File: src/rtl/vga_sync_decoder.sv
// Sink-side 640x480 VGA decoder: pixel X/Y recovery, line/frame timing, lock, errors.
// Optional per-frame CRC-16-CCITT over pixel colours when FRAME_CRC_EN is defined.
module vga_sync_decoder #(
  parameter int H_ACTIVE   = 640,
  parameter int H_FRAME    = 800,
  parameter int H_SYNC_LEN = 96,
  parameter int V_ACTIVE   = 480,
  parameter int V_FRAME    = 525
) (
  input  logic        clk,
  input  logic        reset,
  input  logic        DrawArea,
  input  logic        hSync,
  input  logic        vSync,
  input  logic        red,
  input  logic        green,
  input  logic        blue,
  output logic        PixelValid,
  output logic [9:0]  PixelX,
  output logic [8:0]  PixelY,
  output logic [2:0]  PixelRGB,
  output logic [9:0]  LineLen,
  output logic [9:0]  FrameLines,
  output logic        Locked,
  output logic        TimingError,
  output logic        FrameDone,
  output logic [15:0] FrameCRC
);

  localparam logic [9:0] C_HACT_M1 = 10'(H_ACTIVE - 1);
  localparam logic [9:0] C_HFR_M1  = 10'(H_FRAME - 1);
  localparam logic [9:0] C_HSYNC   = 10'(H_SYNC_LEN);
  localparam logic [9:0] C_VACT    = 10'(V_ACTIVE);
  localparam logic [9:0] C_VFR     = 10'(V_FRAME);
  localparam logic [9:0] C_SAT     = 10'h3FF;

  typedef enum logic [1:0] {
    S_SEARCH,
    S_MEASURE,
    S_LOCKED
  } state_t;

  state_t     r_state;
  logic       r_de_d;
  logic       r_hs_d;
  logic       r_vs_d;
  logic       r_hseen;
  logic       r_pass;
  logic [9:0] r_hcnt;
  logic [9:0] r_hwid;
  logic [9:0] r_vcnt;
  logic [9:0] r_acnt;

  logic       w_hs_rise;
  logic       w_hs_fall;
  logic       w_vs_rise;
  logic       w_de_fall;
  logic [9:0] w_lines;
  logic [9:0] w_alines;
  logic       w_line_bad;
  logic       w_hsat;
  logic       w_hwid_bad;
  logic       w_awid_bad;
  logic       w_frame_bad;
  logic       w_fail;

  function automatic logic [9:0] sat_inc(input logic [9:0] v,
                                         input logic en);
    return (en && v != C_SAT) ? v + 10'd1 : v;
  endfunction

  assign w_hs_rise = hSync & ~r_hs_d;
  assign w_hs_fall = ~hSync & r_hs_d;
  assign w_vs_rise = vSync & ~r_vs_d;
  assign w_de_fall = ~DrawArea & r_de_d;

  // A line ending on the same clock as the frame is counted in that frame.
  assign w_lines  = sat_inc(r_vcnt, w_hs_rise);
  assign w_alines = sat_inc(r_acnt, w_de_fall);

  assign w_line_bad  = w_hs_rise & r_hseen & (r_hcnt != C_HFR_M1);
  assign w_hsat      = (r_hcnt == C_SAT);
  assign w_hwid_bad  = w_hs_fall & (r_hwid != C_HSYNC);
  assign w_awid_bad  = w_de_fall & (PixelX != C_HACT_M1);
  assign w_frame_bad = w_vs_rise &
                       ((w_lines != C_VFR) | (w_alines != C_VACT));
  assign w_fail      = w_line_bad | w_hsat | w_hwid_bad |
                       w_awid_bad | w_frame_bad;

  // Previous-cycle copies of the sync inputs for edge detection.
  always_ff @(posedge clk or posedge reset) begin
    if (reset) begin
      r_de_d <= 1'b0;
      r_hs_d <= 1'b0;
      r_vs_d <= 1'b0;
    end else begin
      r_de_d <= DrawArea;
      r_hs_d <= hSync;
      r_vs_d <= vSync;
    end
  end

  // Pixel path: one-cycle delayed qualifier/colour with X/Y indices.
  always_ff @(posedge clk or posedge reset) begin
    if (reset) begin
      PixelValid <= 1'b0;
      PixelRGB   <= 3'd0;
      PixelX     <= 10'd0;
      PixelY     <= 9'd0;
    end else begin
      PixelValid <= DrawArea;
      PixelRGB   <= {red, green, blue};
      if (DrawArea) begin
        PixelX <= r_de_d ? sat_inc(PixelX, 1'b1) : 10'd0;
      end
      if (w_vs_rise) begin
        PixelY <= 9'd0;
      end else if (w_de_fall && PixelY != 9'h1FF) begin
        PixelY <= PixelY + 9'd1;
      end
    end
  end

  // Line timing: period counter, sync width counter, measured length.
  always_ff @(posedge clk or posedge reset) begin
    if (reset) begin
      r_hcnt  <= 10'd0;
      r_hseen <= 1'b0;
      r_hwid  <= 10'd0;
      LineLen <= 10'd0;
    end else begin
      if (w_hs_rise) begin
        LineLen <= sat_inc(r_hcnt, 1'b1);
        r_hcnt  <= 10'd0;
        r_hseen <= 1'b1;
      end else begin
        r_hcnt <= sat_inc(r_hcnt, 1'b1);
      end
      if (hSync) begin
        r_hwid <= w_hs_rise ? 10'd1 : sat_inc(r_hwid, 1'b1);
      end
    end
  end

  // Frame timing: lines and active lines per vSync period.
  always_ff @(posedge clk or posedge reset) begin
    if (reset) begin
      r_vcnt     <= 10'd0;
      r_acnt     <= 10'd0;
      FrameLines <= 10'd0;
      FrameDone  <= 1'b0;
    end else begin
      FrameDone <= w_vs_rise;
      if (w_vs_rise) begin
        FrameLines <= w_lines;
        r_vcnt     <= 10'd0;
        r_acnt     <= 10'd0;
      end else begin
        r_vcnt <= w_lines;
        r_acnt <= w_alines;
      end
    end
  end

  // Lock FSM: one clean measured frame locks, any failure while locked drops.
  always_ff @(posedge clk or posedge reset) begin
    if (reset) begin
      r_state     <= S_SEARCH;
      r_pass      <= 1'b0;
      Locked      <= 1'b0;
      TimingError <= 1'b0;
    end else begin
      TimingError <= 1'b0;
      unique case (r_state)
        S_SEARCH: begin
          if (w_vs_rise) begin
            r_state <= S_MEASURE;
            r_pass  <= 1'b1;
          end
        end
        S_MEASURE: begin
          if (w_vs_rise) begin
            if (r_pass && !w_fail) begin
              r_state <= S_LOCKED;
              Locked  <= 1'b1;
            end
            r_pass <= 1'b1;
          end else if (w_fail) begin
            r_pass <= 1'b0;
          end
        end
        S_LOCKED: begin
          if (w_fail) begin
            TimingError <= 1'b1;
            Locked      <= 1'b0;
            r_state     <= S_SEARCH;
          end
        end
        default: begin
          r_state <= S_SEARCH;
          Locked  <= 1'b0;
        end
      endcase
    end
  end

`ifdef FRAME_CRC_EN
  logic [15:0] r_crc;
  logic [15:0] w_crc_nxt;

  function automatic logic [15:0] crc3(input logic [15:0] c,
                                       input logic [2:0] d);
    logic [15:0] v;
    logic        fb;
    v = c;
    for (int i = 2; i >= 0; i--) begin
      fb = v[15] ^ d[i];
      v  = {v[14:0], 1'b0};
      if (fb) v = v ^ 16'h1021;
    end
    return v;
  endfunction

  assign w_crc_nxt = PixelValid ? crc3(r_crc, PixelRGB) : r_crc;

  // Frame CRC accumulator; result latched and restarted on each frame end.
  always_ff @(posedge clk or posedge reset) begin
    if (reset) begin
      r_crc    <= 16'hFFFF;
      FrameCRC <= 16'h0000;
    end else if (w_vs_rise) begin
      FrameCRC <= w_crc_nxt;
      r_crc    <= 16'hFFFF;
    end else begin
      r_crc <= w_crc_nxt;
    end
  end
`else
  assign FrameCRC = 16'h0000;
`endif

endmodule

File: config.mk
export PLATFORM = sky130hd
export DESIGN_NAME = vga_sync_decoder
export DESIGN_NICKNAME = d
export VERILOG_FILES = /design/src/rtl/vga_sync_decoder.sv
export SDC_FILE = /design/constraint.sdc
export NUM_CORES = 1
export LEC_CHECK = 0
export CAP_MARGIN = 40
export CORE_AREA = 5 5 131 133
export CTS_BUF_LIST = sky130_fd_sc_hd__clkbuf_8 sky130_fd_sc_hd__clkbuf_16
export DETAILED_ROUTE_END_ITERATION = 12
export DIE_AREA = 0 0 136 138
export SYNTH_ARGS = -nofsm -noshare
export SYNTH_HDL_FRONTEND = slang
export SYNTH_SLANG_ARGS = --single-unit
File: constraint.sdc
create_clock -name clk -period 2.7 [get_ports clk]
set_clock_uncertainty 0.1 [all_clocks]
set_input_delay 0.27 -clock clk [delete_from_list [all_inputs] [get_ports clk]]
set_output_delay 0.27 -clock clk [all_outputs]
set_load 0.05 [all_outputs]
==> impl_metrics.csv, run 1 <==
group,metric,value,unit
critical_path,cp-end-kind,"flip-flop",
critical_path,crit_slowest_cell,"or4b_2",
sta,setup_ws,146,ps
global_route,grtUsageTotal,0.120,
route,drcViolationCount,0,
critical_path,cp_cell_sequence,"buf_6, or4b_2, o22ai_1, o221a_2, nand4b_1, nor4_4, nor3b_4, a2bb2oi_2",
global_route,antenna_found_initial,0,
min_path,worst_hold_path_type,"in -> async",
synth,synth_ff_type,"dfrtp_1",
synth,yosysTopAreaCell,"dfrtp_1",
route,wl_per_cell,13.9,µm
synth,synth_edf_count,0,
synth,synth-seq-area-share,0.497,
synth,avgSynthCellArea,9.79,µm²
sta,tns,0,ps
sta,setup_violations,0,
layout,layout-drive-gt1-share,0.165,
synth,synth_compound_area_frac,0.117,
route,vias,3726,
floorplanning,die_y,138,µm
synth,synthCells,473,
synth,yosys.area.top_type_share,0.497,
synth,synthXorXnorAreaFrac,0.0549,
route,firstDrtPassIters,4,
critical_path,critPathRequiredTime,2870,ps
placement,dp.cells,770,
synth,ys_seq_elements,92,
critical_path,critPathCapture,"Locked$_DFFE_PP0P_",
layout,multi_input_area,2240,µm²
critical_path,cpPeakStageDelay,600,ps
synth,synth_adder_area_share,0.0216,
critical_path,r2r-end,"Locked$_DFFE_PP0P_",
clock_network,cts_root_buf,"clkbuf_16",
synth,synth.distinct_cells,66,
route,drt_iter0_markers,229,
clock_network,hold_buffers,0,
route,viasPerCell,4.73,
layout,area_growth,31.8,%
clock_network,clockBufferDepth,2,
synth,synth_area,4630,µm²
critical_path,arrival,2720,ps
layout,stdcell_count,787,
synth,synth.area.top_cells,"dfrtp_1, nor2_1, o21ai_0",
sta,slew_violations,0,
synth,yosys.area_share.simple,0.241,
critical_path,crit_type,"reg -> reg",
clock_network,path_clk_slew,70,ps
power_and_ir_drop,peakVddDrop,0.449,mV
sta,maxSlewHeadroom,0.657,
critical_path,r2r_slack,150,ps
synth,ys_warn_count,0,
layout,ff_latch_area,2300,µm²
clock_network,clk_latency,340,ps
flow_run,drv_cap,0,
sta,post-route-period-util,0.946,
critical_path,reg2reg_depth,8,
power_and_ir_drop,p_per_area,625,nW/µm²
sta,layout_min_cycle_time,2550,ps
critical_path,start_kind,"flip-flop",
layout,fill_cells,1594,
synth,yosysMostFrequentCell,"dfrtp_1",
synth,synth_common_cells,"dfrtp_1, nor2_1, nand2_1",
placement,port_buffers,53,
run_status,status,"finished clean",
critical_path,crit_start,"r_vcnt[0]$_DFF_PP0_",
route,routed_wl,11000,µm
global_route,grt_pass1_vias,3724,
clock_network,cts_tree,"done",
synth,synth_top_family_by_area,"simple AND/OR/NAND/NOR gates",
route,postRouteAntennaNets,0,
synth,synthMuxAreaShare,0.0173,
floorplanning,die_w,136,µm
layout,layout.nets,582,
critical_path,cp_max_fo,6,
placement,post-dp-hpwl,7840,µm
sta,clock.fmax,392,MHz
global_route,grt-ovfl-total,0,
clock_network,htreeDepth,3,
floorplanning,io_pins,70,
floorplanning,coreArea,15700,µm²
placement,place_congestion,0.825,
sta,worst_pin_slew,513,ps
synth,async_flop_share,1.00,
floorplanning,initial_core_util,0.295,
floorplanning,num_rows,46,
critical_path,r2r-start,"r_vcnt[0]$_DFF_PP0_",
floorplanning,die-area,18800,µm²
power_and_ir_drop,leakage,2.67,nW
global_route,grt_pass1_wl,18400,µm
sta,hold_viol,0,
clock_network,cts_made_buffers,9,
placement,place_ws,-225,ps
layout,n_antenna_cell,0,
clock_network,tritoncts_num_sinks,92,
global_route,grt_max_degree,79,
==> sequential cells by signal, summed over array words and instances, names as in the netlist <==
| name | count |
|---|---|
| FrameDone | 1 |
| FrameLines | 10 |
| LineLen | 10 |
| Locked | 1 |
| PixelRGB | 3 |
| PixelValid | 1 |
| PixelX | 10 |
| PixelY | 9 |
| TimingError | 1 |
| r_acnt | 10 |
| r_hcnt | 10 |
| r_hs_d | 1 |
| r_hseen | 1 |
| r_hwid | 10 |
| r_pass | 1 |
| r_state | 2 |
| r_vcnt | 10 |
| r_vs_d | 1 |
==> critical path: cells and delay by family (launching register included) <==
family / cells / cell delay (ps)
AOI/OAI and AO/OA: 3 / 550
DFF: 1 / 390
buffers and inverters: 1 / 140
and+or+nand+nor: 4 / 1300
==> cell families (layout without fill, tap and decap cells) <==
kind of cell,count (synthesis),in the layout
other,1,16
buffers and inverters,44,127
adders and majority gates,8,8
and+or+nand+nor,208,208
muxes,8,8
DFF,92,92
xor gates and xnor gates,29,29
AOI/OAI and AO/OA,83,83
==> where the power goes <==
part	leakage [nW]	switching, mW	internal (mW)
registers	1.23	0.115	1.49
clock network	0.166	0.546	0.866
logic	1.27	0.505	0.287
==> metal layers <==
layer	vias to the layer above	part of all wire	track usage
met1	1814	0.46	0.154
met4	0	0.0069	0.0361
met3	6	0.037	0.0356
met2	73	0.50	0.193
met5	-	0	0
li1	1833	-	-
==> cells in the final DEF (no fill, tap or decap), types with 3 or more instances in the layout <==
cell / instances
o211ai_1: 3
a21oi_1: 9
inv_1: 7
nand3_1: 23
xnor2_1: 13
nand3b_1: 3
nand2_1: 43
clkdlybuf4s50_1: 52
mux2i_1: 7
nor2b_1: 6
a41oi_1: 3
xor2_1: 16
o21a_1: 3
o21ai_0: 35
nor4_1: 4
and3_1: 6
and2_1: 6
clkbuf_16: 9
nand4_1: 15
nor2_1: 55
o31ai_1: 3
a211oi_1: 3
nand2b_1: 8
nor3b_1: 3
nor3_1: 9
buf_4: 47
a21o_1: 3
dfrtp_1: 90
ha_1: 7
conb_1: 16
==> stage by stage <==
| stage | cell area (µm²) | power (mW) | hold slack [ps] | utilization |
|---|---|---|---|---|
| 6_report | 6100 | 3.81 | 167 | 0.389 |
| 5_1_grt | 6100 | 4.02 | 174 | 0.389 |
| 4_1_cts | 6000 | 3.86 | 153 | 0.382 |
| 3_5_place_dp | 5670 | 2.41 | 357 | 0.361 |
| 3_3_place_gp | 5670 | 2.39 | 358 | 0.361 |
| 2_1_floorplan | 4690 | 2.14 | 201 | - |
==> area by class of cell <==
type,count,share of cell area
multi-input combinational,352,0.367
timing repair buffer,102,0.150
inverter,9,0.00615
sequential,92,0.378
clock buffer,11,0.0414
tap,216,0.0443
clock inverter,5,0.0135
==> repair_timing <==
action	4_1_cts	5_1_grt
endpoints found under the setup margin	1	4
resized for setup	1	21
pin swaps	0	7
buffers inserted	0	1
==> how the worst min path moves through the flow <==
stage / start / endpoint / slack [ps]
floorplan: blue / PixelRGB[0]$_DFF_PP0_ / 200
global placement: r_hseen$_DFFE_PP0N_ / r_hseen$_DFFE_PP0N_ / 360
detailed placement: r_hseen$_DFFE_PP0N_ / r_hseen$_DFFE_PP0N_ / 360
CTS: reset / PixelRGB[2]$_DFF_PP0_ / 150
global route: reset / PixelRGB[2]$_DFF_PP0_ / 170
finish: reset / PixelX[0]$_DFFE_PP0P_ / 170
(Power assumes the default switching activity.)
==> run 2, diff against run 1 <==
Settings changed: CELL_PAD_IN_SITES_DETAIL_PLACEMENT set to 0, CELL_PAD_IN_SITES_GLOBAL_PLACEMENT set to 1, PLACE_DENSITY_LB_ADDON set to 0.1.
==> impl_metrics.csv, run 2 (same netlist as run 1, synthesis figures left out) <==
group,metric,value,unit
power_and_ir_drop,peakVddDrop,0.296,mV
placement,place_congestion,0.762,
critical_path,cpPeakStageDelay,460,ps
power_and_ir_drop,p_comb_frac,0.227,
clock_network,path_clk_slew,70,ps
clock_network,cts_root_buf,"clkbuf_16",
critical_path,start_kind,"flip-flop",
placement,post-dp-hpwl,8260,µm
clock_network,tritoncts_num_sinks,92,
placement,dpl-instance-area,5710,µm²
floorplanning,initial_core_util,0.295,
sta,layout_min_cycle_time,2580,ps
global_route,antenna_found_initial,0,
critical_path,r2r_slack,120,ps
sta,worst_pin_slew,537,ps
placement,place_ws,-297,ps
power_and_ir_drop,p_sw,1.19,mW
route,viasPerCell,4.66,
floorplanning,die_w,136,µm
floorplanning,num_rows,46,
power_and_ir_drop,p_per_area,591,nW/µm²
route,drcViolationCount,0,
critical_path,reg2reg_depth,9,
critical_path,cp-end-kind,"flip-flop",
power_and_ir_drop,swShare,0.329,
layout,area_growth,32.3,%
clock_network,hold_buffers,0,
critical_path,crit_slowest_cell,"dfrtp_2",
flow_run,drv_cap,0,
clock_network,cts_made_buffers,9,
route,wl_per_cell,14.6,µm
sta,post-route-period-util,0.955,
critical_path,path_delay_family,"simple AND/OR/NAND/NOR gates",
route,firstDrtPassIters,4,
layout,layout.nets,586,
sta,setup_ws,121,ps
placement,port_buffers,53,
clock_network,clockBufferDepth,2,
global_route,grt_max_degree,53,
sta,slew_violations,0,
sta,maxSlewHeadroom,0.640,
critical_path,crit_type,"reg -> reg",
critical_path,critPathRequiredTime,2880,ps
sta,tns,0,ps
power_and_ir_drop,total_power,3.62,mW
sta,clock.fmax,388,MHz
power_and_ir_drop,leakage,2.66,nW
power_and_ir_drop,p_int,2.43,mW
layout,final_area,6120,µm²
floorplanning,io_pins,70,
global_route,grt_pass1_vias,3726,
floorplanning,die_y,138,µm
route,postRouteAntennaNets,0,
critical_path,arrival,2760,ps
layout,layout-drive-gt1-share,0.177,
global_route,grtUsageTotal,0.128,
floorplanning,die-area,18800,µm²
clock_network,clk_latency,350,ps
critical_path,critical_path_buf_inv_count,1,
global_route,grt_pass1_wl,19400,µm
critical_path,cp_max_fo,6,
sta,hold_viol,0,
floorplanning,coreArea,15700,µm²
route,vias,3684,
sta,setup_violations,0,
power_and_ir_drop,p_seq_frac,0.448,
critical_path,crit_cells,9,
layout,layout_commonest_cell,"dfrtp_1",
run_status,status,"finished clean",
clock_network,htreeDepth,3,
layout,layout_common_cells,"dfrtp_1, nor2_1, clkdlybuf4s50_1",
clock_network,cts_tree,"done",
power_and_ir_drop,clkPwrFrac,0.324,
route,drt_iter0_markers,153,
sta,grt_setup_unrepaired,"no",
layout,n_antenna_cell,0,
route,routed_wl,11600,µm
critical_path,cp_cell_sequence,"ha_4, and3_1, a31oi_2, mux2i_2, o2111ai_2, nor4_4, buf_4, nor3b_4, a2bb2oi_2",
global_route,grt-ovfl-total,0,
min_path,worst_hold_path_type,"in -> async",
[run 2: cell types whose count changed in the layout (fill, tap and decap cells not counted), moves of 2 or more]
cell and change:
buf_4 +3, clkinv_2 +3, dfrtp_1 -3, dfrtp_2 +3
a2111oi_4 +2, bufinv_16 -2, clkbuf_8 -2, clkinvlp_4 +2
ha_4 +2
[run 2: worst paths after layout]
check                                        from                      to
min in group clk                            hSync        r_hs_d$_DFF_PP0_
max                           r_vcnt[0]$_DFF_PP0_      Locked$_DFFE_PP0P_
max in group asynchronous                   reset     r_vcnt[0]$_DFF_PP0_
max reg2reg                   r_vcnt[0]$_DFF_PP0_      Locked$_DFFE_PP0P_
min                                         reset   PixelX[4]$_DFFE_PP0P_
min reg2reg                LineLen[6]$_DFFE_PP0N_  LineLen[6]$_DFFE_PP0N_
[run 2: power by group through the flow]
stage,clock network (mW),logic [mW],registers [mW]
after CTS,1.23,0.800,1.61
after floorplan,0,0.320,1.82
after detailed placement,0,0.797,1.64
after global placement,0,0.792,1.64
final,1.17,0.823,1.62
after global routing,1.29,0.893,1.64
[run 2: final cells by class]
type                       instances  area [µm²]
timing repair buffer             106         960
tap                              216         270
multi-input combinational        352        2280
sequential                        92        2310
fill                            1599        9590
inverter                           9        37.5
clock inverter                     7        43.8
clock buffer                       9         225
[run 2: per-layer routing]
| layer | vias up | routed length [µm] | global-route usage |
|---|---|---|---|
| li1 | 1836 | - | - |
| met1 | 1784 | 5420 | 0.169 |
| met2 | 57 | 5580 | 0.205 |
| met3 | 7 | 449 | 0.0374 |
| met4 | 0 | 107 | 0.0313 |
| met5 | - | 0 | 0 |
[run 2: timing repair]
| action | CTS | global route |
|---|---|---|
| pin swaps | 0 | 4 |
| setup buffers | 0 | 1 |
| endpoints found under the setup margin | 3 | 4 |
| resized for setup | 5 | 23 |
| gates cloned | 0 | 0 |
[run 2: worst reg2reg max path: stages (launching register included)]
cell and delay [ps]:
dfrtp_2 460, ha_4 210, and3_1 210, a31oi_2 260
mux2i_2 330, o2111ai_2 180, nor4_4 270, buf_4 160
nor3b_4 210, a2bb2oi_2 140
[run 2: through the flow]
stage,cells,utilization,hold WS [ps]
floorplan,488,-,201
global route,791,0.390,251
detailed placement,774,0.363,356
finish,791,0.390,255
global placement,774,0.363,359
CTS,790,0.381,239
==> run 3, diff against run 2 <==
Settings changed: CORE_AREA 5 5 131 133 to 5 5 120 145, DIE_AREA 0 0 136 138 to 0 0 125 150, SLEW_MARGIN set to 25.
==> impl_metrics.csv, run 3 (same netlist as run 1, synthesis figures left out) <==
group,metric,value,unit
run_status,status,"finished clean",
sta,layout_min_cycle_time,2600,ps
critical_path,r2r_slack,100,ps
clock_network,cts_root_buf,"clkbuf_16",
floorplanning,num_rows,51,
clock_network,path_clk_slew,70,ps
power_and_ir_drop,p_per_area,606,nW/µm²
placement,post-dp-hpwl,8470,µm
min_path,worst_hold_path_type,"in -> async",
layout,area_growth,33.0,%
sta,holdWs,92.1,ps
clock_network,cts_tree,"done",
critical_path,critPathRequiredTime,2870,ps
layout,layout_common_cells,"dfrtp_1, buf_4, nor2_1",
critical_path,start_kind,"flip-flop",
power_and_ir_drop,total_power,3.73,mW
layout,final_core_utilization,0.388,
placement,place_ws,-309,ps
layout,layout-drive-gt1-share,0.182,
power_and_ir_drop,peakVddDrop,0.260,mV
clock_network,htreeDepth,3,
route,drcViolationCount,0,
critical_path,cp-end-kind,"flip-flop",
floorplanning,die_w,125,µm
critical_path,cp_max_fo,6,
critical_path,arrival,2770,ps
floorplanning,io_pins,70,
critical_path,crit_type,"reg -> reg",
floorplanning,coreArea,15900,µm²
global_route,grt_max_degree,86,
power_and_ir_drop,leakage,2.69,nW
global_route,grt_pass1_wl,19500,µm
sta,post-route-period-util,0.962,
layout,n_antenna_cell,0,
sta,maxSlewHeadroom,0.643,
clock_network,cts_made_buffers,9,
clock_network,clockBufferDepth,2,
global_route,grt_pass1_vias,3873,
layout,layout_commonest_cell,"dfrtp_1",
route,drt_iter0_markers,130,
layout,layout.nets,593,
sta,worst_pin_slew,534,ps
route,firstDrtPassIters,4,
clock_network,tritoncts_num_sinks,92,
route,wl_per_cell,14.8,µm
route,viasPerCell,4.69,
route,postRouteAntennaNets,0,
floorplanning,die-area,18800,µm²
route,routed_wl,11800,µm
sta,setup_violations,0,
sta,slew_violations,0,
sta,setup_ws,102,ps
floorplanning,die_y,150,µm
global_route,antenna_found_initial,0,
clock_network,clk_latency,350,ps
placement,dpl-instance-area,5720,µm²
clock_network,hold_buffers,0,
sta,clock.fmax,385,MHz
sta,hold_viol,0,
floorplanning,initial_core_util,0.291,
placement,place_congestion,0.781,
global_route,grtUsageTotal,0.129,
layout,final_area,6160,µm²
placement,port_buffers,53,
route,vias,3723,
global_route,grt-ovfl-total,0,
flow_run,drv_cap,0,
run 3: cell count changes in the layout (fill, tap and decap cells not counted), sizes merged:
cell           before  now
buf                53   60
dlymetal6s2s        1    0
inv                 7   10
bufinv              0    1
clkdlybuf4s50      52   53
clkinvlp            3    4
clkinv              6    1
run 3: power by group:
part           internal (mW)  total, mW  switching, mW  leakage, nW
clock                  0.731       1.31          0.578        0.141
combinational          0.295      0.809          0.514         1.32
sequential              1.50       1.61          0.116         1.23
total                   2.52       3.73           1.21         2.69
run 3: timing repair:
item / 4_1_cts / 5_1_grt
endpoints found under the setup margin: 2 / 4
pin swaps: 0 / 5
buffers inserted: 0 / 4
resized for setup: 2 / 18
run 3: area by class of cell:
type                            count  area (µm²)
Inverter                            9        37.5
Multi-Input combinational cell    352        2240
Clock buffer                        9         225
Fill cell                        1592        9730
Tap cell                          212         265
Sequential cell                    92        2310
Clock inverter                      7        81.3
Timing Repair Buffer              113         997
run 3: critical path, stage by stage, from the launching register on:
cell	delay, ps
dfrtp_1	410
buf_4	140
buf_6	120
or4b_4	480
o22ai_2	200
o221a_2	210
nand4b_1	150
nor4_4	310
nor3b_4	260
a2bb2oi_2	150
run 3: worst paths after layout:
| check | from | to | cells after the start |
|---|---|---|---|
| min in group clk | blue | PixelRGB[0]$_DFF_PP0_ | 1 |
| max | r_vcnt[0]$_DFF_PP0_ | Locked$_DFFE_PP0P_ | 9 |
| max in group asynchronous | reset | r_acnt[1]$_DFF_PP0_ | 3 |
| max reg2reg | r_vcnt[0]$_DFF_PP0_ | Locked$_DFFE_PP0P_ | 9 |
| min reg2reg | r_hseen$_DFFE_PP0N_ | r_hseen$_DFFE_PP0N_ | 1 |
| min | reset | LineLen[3]$_DFFE_PP0N_ | 2 |
run 3: per-layer routing:
metal	wire length [µm]	vias to the layer above	track usage
met4	169	0	0.0434
met5	0	-	0
met3	366	11	0.0282
met1	5240	1816	0.155
met2	6010	50	0.227
li1	-	1846	-
run 3: through the flow:
stage	instances	TNS, ps
after floorplan	488	0
after global routing	794	-6.99
after CTS	790	0
after detailed placement	774	-921
final	794	0
after global placement	774	-604
